`src/rtl/nibble_serial_sub_ctrl.sv`:
```
// Serial subtractor: computes a - b over WIDTH/4 cycles by reusing one 4-bit
// subtract slice, least-significant nibble first, with the borrow kept in a
// register between passes. Valid/ready handshakes on the request and result sides.
module nibble_serial_sub_ctrl #(
    parameter int WIDTH = 16
) (
    input  logic             clk,
    input  logic             rst_n,
    input  logic             in_valid_i,
    output logic             in_ready_o,
    input  logic [WIDTH-1:0] a_i,
    input  logic [WIDTH-1:0] b_i,
    output logic             out_valid_o,
    input  logic             out_ready_i,
    output logic [WIDTH-1:0] diff_o,
    output logic             borrow_o,
    output logic             ovf_o,
    output logic             zero_o,
    output logic             busy_o
);

    localparam int NIBBLES = WIDTH / 4;
    localparam int CW      = (NIBBLES > 1) ? $clog2(NIBBLES) : 1;
    localparam logic [CW-1:0] LAST = CW'(NIBBLES - 1);

    typedef enum logic [1:0] {
        IDLE,
        RUN,
        DONE
    } state_t;

    state_t           state_q;
    logic [CW-1:0]    cnt_q;
    logic             slice_borrow_q;
    logic [WIDTH-1:0] a_q;
    logic [WIDTH-1:0] b_q;
    logic [WIDTH-1:0] diff_q;
    logic [WIDTH-1:0] diff_d;
    logic             borrow_q;
    logic             ovf_q;
    logic             zero_q;
    logic             out_valid_q;

    logic [CW+1:0]    nib_base;
    logic [3:0]       a_nib;
    logic [3:0]       b_nib;
    logic [4:0]       slice;

    // The single 4-bit slice: selects the current nibble pair and subtracts the
    // running borrow; bit 4 of the 5-bit result is the borrow out of this nibble.
    always_comb begin
        nib_base = {cnt_q, 2'b00};
        a_nib    = a_q[nib_base +: 4];
        b_nib    = b_q[nib_base +: 4];
        slice    = {1'b0, a_nib} - {1'b0, b_nib} - {4'b0000, slice_borrow_q};
        diff_d   = diff_q;
        diff_d[nib_base +: 4] = slice[3:0];
    end

    // Sequencer: accept in IDLE, one nibble per cycle in RUN, hold result in DONE.
    always_ff @(posedge clk or negedge rst_n) begin
        if (!rst_n) begin
            state_q        <= IDLE;
            cnt_q          <= '0;
            slice_borrow_q <= 1'b0;
            a_q            <= '0;
            b_q            <= '0;
            diff_q         <= '0;
            borrow_q       <= 1'b0;
            ovf_q          <= 1'b0;
            zero_q         <= 1'b0;
            out_valid_q    <= 1'b0;
        end else begin
            case (state_q)
                IDLE: begin
                    if (in_valid_i) begin
                        a_q            <= a_i;
                        b_q            <= b_i;
                        cnt_q          <= '0;
                        slice_borrow_q <= 1'b0;
                        state_q        <= RUN;
                    end
                end
                RUN: begin
                    diff_q         <= diff_d;
                    slice_borrow_q <= slice[4];
                    if (cnt_q == LAST) begin
                        cnt_q       <= '0;
                        borrow_q    <= slice[4];
                        ovf_q       <= (a_q[WIDTH-1] != b_q[WIDTH-1]) &&
                                       (diff_d[WIDTH-1] != a_q[WIDTH-1]);
                        zero_q      <= ~|diff_d;
                        out_valid_q <= 1'b1;
                        state_q     <= DONE;
                    end else begin
                        cnt_q <= cnt_q + 1'b1;
                    end
                end
                DONE: begin
                    if (out_ready_i) begin
                        out_valid_q <= 1'b0;
                        state_q     <= IDLE;
                    end
                end
                default: begin
                    state_q <= IDLE;
                end
            endcase
        end
    end

    // Status outputs decoded from the state; ready stays low while reset is held.
    always_comb begin
        in_ready_o  = (state_q == IDLE) && rst_n;
        busy_o      = (state_q != IDLE);
        out_valid_o = out_valid_q;
        diff_o      = diff_q;
        borrow_o    = borrow_q;
        ovf_o       = ovf_q;
        zero_o      = zero_q;
    end

endmodule

```
`config.mk`:
```
export PLATFORM = sky130hd
export DESIGN_NAME = nibble_serial_sub_ctrl
export DESIGN_NICKNAME = d
export VERILOG_FILES = /design/src/rtl/nibble_serial_sub_ctrl.sv
export SDC_FILE = /design/constraint.sdc
export NUM_CORES = 1
export LEC_CHECK = 0
export BUFFER_PORTS_ARGS = -buffer_cell sky130_fd_sc_hd__buf_2
export CAP_MARGIN = 40
export CORE_ASPECT_RATIO = 0.7
export CORE_MARGIN = 2
export CORE_UTILIZATION = 25
export DETAILED_ROUTE_END_ITERATION = 6
export PLACE_DENSITY = 0.43
export SYNTH_ARGS = -nofsm -noshare
export SYNTH_HDL_FRONTEND = slang
export SYNTH_SLANG_ARGS = --single-unit
```
`constraint.sdc`:
```
create_clock -name clk -period 3 [get_ports clk]
set_input_delay 0.15 -clock clk [delete_from_list [all_inputs] [get_ports clk]]
set_output_delay 0.15 -clock clk [all_outputs]
set_load 0.02 [all_outputs]
```
---- After elaboration in Yosys (flattened, before gate mapping) ----
Index checks and enable logic that the tools add are counted.
operators by class
  $add $sub $neg .......................... 4
  multiply operators ...................... 0
  divide/modulo/power cells ............... 0
  order comparisons ....................... 0
  eq/ne operators ......................... 8
  shifts and indexed selects .............. 4
  mux-type cells .......................... 13
  bitwise operators ....................... 0
  reduce and logical (&&, ||, !) cells .... 13
operator list
  cell                                                   count
  variable part select 16 x 5 -> 4 bit                   2
  bitwise mux 16 bit                                     1
  OR reduction 16 bit                                    1
  variable shift 4 x 6 -> 16 bit (first input constant)  1
  variable part select 4 x 6 -> 16 bit                   1
  two-way mux 2 bit                                      5
  != test 2 bit (second input constant)                  3
  negation 4 -> 6 bit                                    1
  one-hot mux 2 bit (3 select lines)                     1
  AND reduction 2 bit                                    3
  AND reduction 3 bit                                    2
  nonzero test 2 bit                                     3
  subtractor 4 x 4 -> 5 bit                              1
  subtractor 5 x 1 -> 5 bit                              1
  == test 2 bit (second input constant)                  2
  one-hot mux 1 bit (2 select lines)                     2
  one-hot mux 2 bit (2 select lines)                     1
  two-way mux 1 bit                                      3
  adder 2 x 1 -> 2 bit (second input constant)           1
  == test 2 x 1 -> 1 bit (second input constant)         1
  logical AND 1 bit                                      2
  zero test 2 bit                                        1
  != test 1 bit                                          2
  zero test 1 bit                                        1
storage, ports and cells
  register bits ........................... 57
  bits in latches ......................... 0
  bits in writable memories ............... 0
  ROM bits ................................ 0
  input port bits ......................... 36
  output and inout bits ................... 22
  memories kept ........................... 0

---- Logic depth before layout (Yosys ltp) ----
  depth in word-level cells ............... 7
  gate-level depth with buffers ........... 10

---- Least setup slack after synthesis ----
No wires, ideal clock.
  kind .................................... register to register
  from .................................... reg cnt_q[0]
  to ...................................... reg diff_q[11] (netlist: diff_o[11])
  library setup time ...................... 0.121 ns
  arrival time ............................ 2.719 ns
  slack ................................... 0.160 ns
  stages on the path, launching flop included .. 10
  buffers on the path ..................... 1
  period minus slack after synthesis ...... 2.840 ns
  path through ............................ dfrtp_1 -> buf_2 -> mux4_2 -> fa_1 -> ha_1 -> nand2b_1 -> a21oi_2 -> xor2_1 -> nor2_1 -> a22o_1
between the ends
  cells in the longest elaborated chain, start to end .. 5
  elaborated cells between the ends (all ways) .. 8
RTL lines
  what                                                            line    source
  from (decl)                                                     33      logic [CW-1:0] cnt_q;
  from (signal assigned)                                          96      cnt_q <= cnt_q + 1'b1;
  variable part select 16 x 5 -> 4 bit, on equally long branches  53, 54
  subtractor 4 x 4 -> 5 bit                                       55      slice = {1'b0, a_nib} - {1'b0, b_nib} - {4'b0000, slice_borrow_q};
  subtractor 5 x 1 -> 5 bit                                       55
  variable part select 4 x 6 -> 16 bit                            57      diff_d[nib_base +: 4] = slice[3:0];
  bitwise mux 16 bit (*)                                          57
  to (signal assigned)                                            85      diff_q <= diff_d;
  to (decl)                                                       37      logic [WIDTH-1:0] diff_q;
Mark *: on every way between the ends. The rest lies on a longest branch, timed or not.
A chain may end at the register's enable or synchronous reset.

---- Worst setup path in the final report ----
Same ends and word-level chain as after synthesis.

==> results.yml <==
routing:
  ant_nets: 0
  first_pass_iters: 4
  drt-total-wl_mm: 7.177
  first_iter_violations: 58
  vias_per_cell: 4.321
  drc: 0
  vias: 2139
  routedWlPerCell_um: 14.50
floorplan:
  core_area_mm2: 0.01051
  die_h_um: 91.75
  initial_core_util_pct: 26.16
  io_pins: 58
  dieArea_mm2: 0.01187
  die_w_um: 129.4
  rows: 31
yosys:
  synth_flop_cell: "dfrtp_1"
  ys_types: 32
  yosysWarningCount: 0
  netlist_area_mm2: 0.002750
  synth_edf_count: 0
  synth_cells: 273
  syn_avg_cell_area_um2: 10.07
  ys_seq_area_share_pct: 51.87
  ys_seq_elements: 57
  syn-num-nets: 321
  async_flop_share_pct: 100.0
sta:
  rsz0062_at_grt: "no"
  hold_viol: 0
  slew_violations: 0
  period_needed_ps: 2628
  fin_skew_ps: 7.073
  tightestPinTransition_ps: 714.5
  period_share_pct: 87.60
  timing.setup.tns_ps: 0
  relSlewSlack_pct: 51.72
  max_freq_mhz: 380.5
  setup_viol: 0
clock_tree:
  path_clk_slew_ps: 50
  cts_buffers: 9
  insertion_delay_ps: 330
  clkSinkCount: 57
  clockBufferDepth: 2
  cts_root_buffer: "clkbuf_16"
  cts_tree: "yes"
  cts_resized: 0
  htreeDepth: 3
hold_path:
  hp-start: "b_i[8]"
  worstHoldPathType: "input port to register"
global_route:
  grt_max_degree: 36
  grt_pass1_wl_mm: 11.92
  grtUsageTotal_pct: 13.29
  overflow: 0
  grt_pass1_vias: 2335
  antenna_found_initial: 0
worst_setup_path:
  end_kind: "register"
  critPathLaunchType: "register"
  crit_chain: "buf_4 -> mux4_2 -> inv_1 -> fa_1 -> ha_1 -> nand2b_1 -> a21oi_2 -> xor2_1 -> nor2_1 -> a22o_1"
  worstPathArrival_ps: 2850
  path_buf_inv: 2
  cpPeakStageDelay_ps: 440
  r2r-start: "cnt_q[0]$_DFFE_PN0P_"
  cp_slowest_cell: "fa_1"
  cp_max_fo: 8
  cpLargestDelayFamily: "adder cells"
  critPathLaunch: "cnt_q[0]$_DFFE_PN0P_"
  critPathRequiredTime_ps: 3220
  worstSetupPathType: "register to register"
outcome:
  status: "completed"
placed_design:
  place.gp.congestion: 0.7285
  hpwl_mm: 5.142
  place_area_mm2: 0.003246
  io_buffers: 57
pwr:
  p_leak_nw: 1.805
  ir_drop_v: 0.0005603
  power.density_mw_per_mm2: 1339
finish:
  stdcell_area_mm2: 0.003570
  nNetsFinal: 390
  final_cell_mix: "nand2_1, dfrtp_1, buf_2"
  fillers: 1103
  diodes: 0
  syn_to_final_growth_pct: 29.80
  final_common_cell: "nand2_1"
  layout-drive-gt1-share_pct: 26.51
flow_run:
  drv_cap: 0
cell families (layout without fill, tap and decap cells):
logic type                 after synthesis  in the layout  share of synthesized area (%)
muxes                                    9              9                          6.961
buffers and inverters                   22             96                          3.048
AOI/OAI and AO/OA                       33             33                          9.600
DFF                                     57             57                          51.87
and+or+nand+nor                        136            136                          21.25
xor gates and xnor gates                 4              4                          1.274
adders and majority gates               12             12                          6.006
sequential cells by signal (all words and copies together) (netlist names):
register / cells
a_q: 16
b_q: 16
borrow_o: 1
cnt_q: 2
diff_o: 16
out_valid_o: 1
ovf_o: 1
slice_borrow_q: 1
state_q: 2
zero_o: 1
timing repair:
item	in CTS	in global routing
hold buffers	3	0
hold endpoints to repair	31	0
setup buffers	0	0
cell type report:
cell class,count,area [um2],share of cell area [%]
Clock buffer,14,284.0,7.957
Multi-Input combinational cell,194,1240,34.74
Clock inverter,2,10.01,0.2804
Tap cell,148,185.2,5.188
Sequential cell,57,1426,39.96
Timing Repair Buffer,69,382.9,10.73
Inverter,11,41.29,1.157
report_power, final:
part	internal, W	switching, W	total, W
sequential	0.00110	0.000224	0.00132
combinational	0.000994	0.00147	0.00247
clock	0.000645	0.000344	0.000989
total	0.00274	0.00204	0.00478
tightest hold or removal path: stages:
cell and delay, ps:
buf_2 80, nand2_1 40, nand2_1 40
routing by layer:
layer / track usage, % / vias to the layer above / part of all wire [%]
li1: - / 1073 / -
met1: 19.44 / 1006 / 55
met2: 17.68 / 51 / 38
met3: 5.076 / 9 / 5.2
met4: 4.438 / 0 / 1.5
met5: 0 / - / 0
Yosys cell counts (all sizes together), types with 2 or more instances:
cell type / n / area share (%)
nand3: 3 / 0.55
nor4b: 2 / 0.64
nor2: 3 / 0.41
a22o: 7 / 2.2
a32o: 9 / 3.3
inv: 11 / 1.5
o21ai: 4 / 0.73
nor2b: 3 / 0.68
clkbuf: 10 / 1.4
and2: 4 / 0.91
o22ai: 2 / 0.45
mux4: 8 / 6.6
o31ai: 3 / 0.82
ha: 10 / 4.5
dfrtp: 57 / 52
nand2b: 2 / 0.45
nand2: 108 / 15
a21oi: 6 / 1.2
xor2: 2 / 0.64
nor4bb: 2 / 0.73
nor3: 2 / 0.36
fa: 2 / 1.5
nor4: 4 / 0.91
xnor2: 2 / 0.64
through the flow:
stage          utilization [%]  power [W]  hold slack, ps  setup WS, ps  instances
2_1_floorplan                -   0.003040          -145.6         160.3        273
3_3_place_gp             30.88   0.003767           251.9         381.9        476
5_1_grt                  33.96   0.005181           7.487         190.2        495
3_5_place_dp             30.88   0.003813           253.3         346.9        476
6_report                 33.96   0.004778           7.377         372.1        495
4_1_cts                  33.96   0.004829          0.4229         342.7        495
path summary, 6_finish.rpt:
kind	to	slack, ps	cells past startpoint
min reg2reg	b_q[14]$_DFFE_PN0P_	470	2
max in group asynchronous	cnt_q[0]$_DFFE_PN0P_	1750	3
min in group asynchronous	diff_o[1]$_DFFE_PN0P_	410	2
max reg2reg	diff_o[11]$_DFFE_PN0P_	370	10
max	diff_o[11]$_DFFE_PN0P_	370	10
min	b_q[8]$_DFFE_PN0P_	7	3
(Power assumes the default switching activity.)
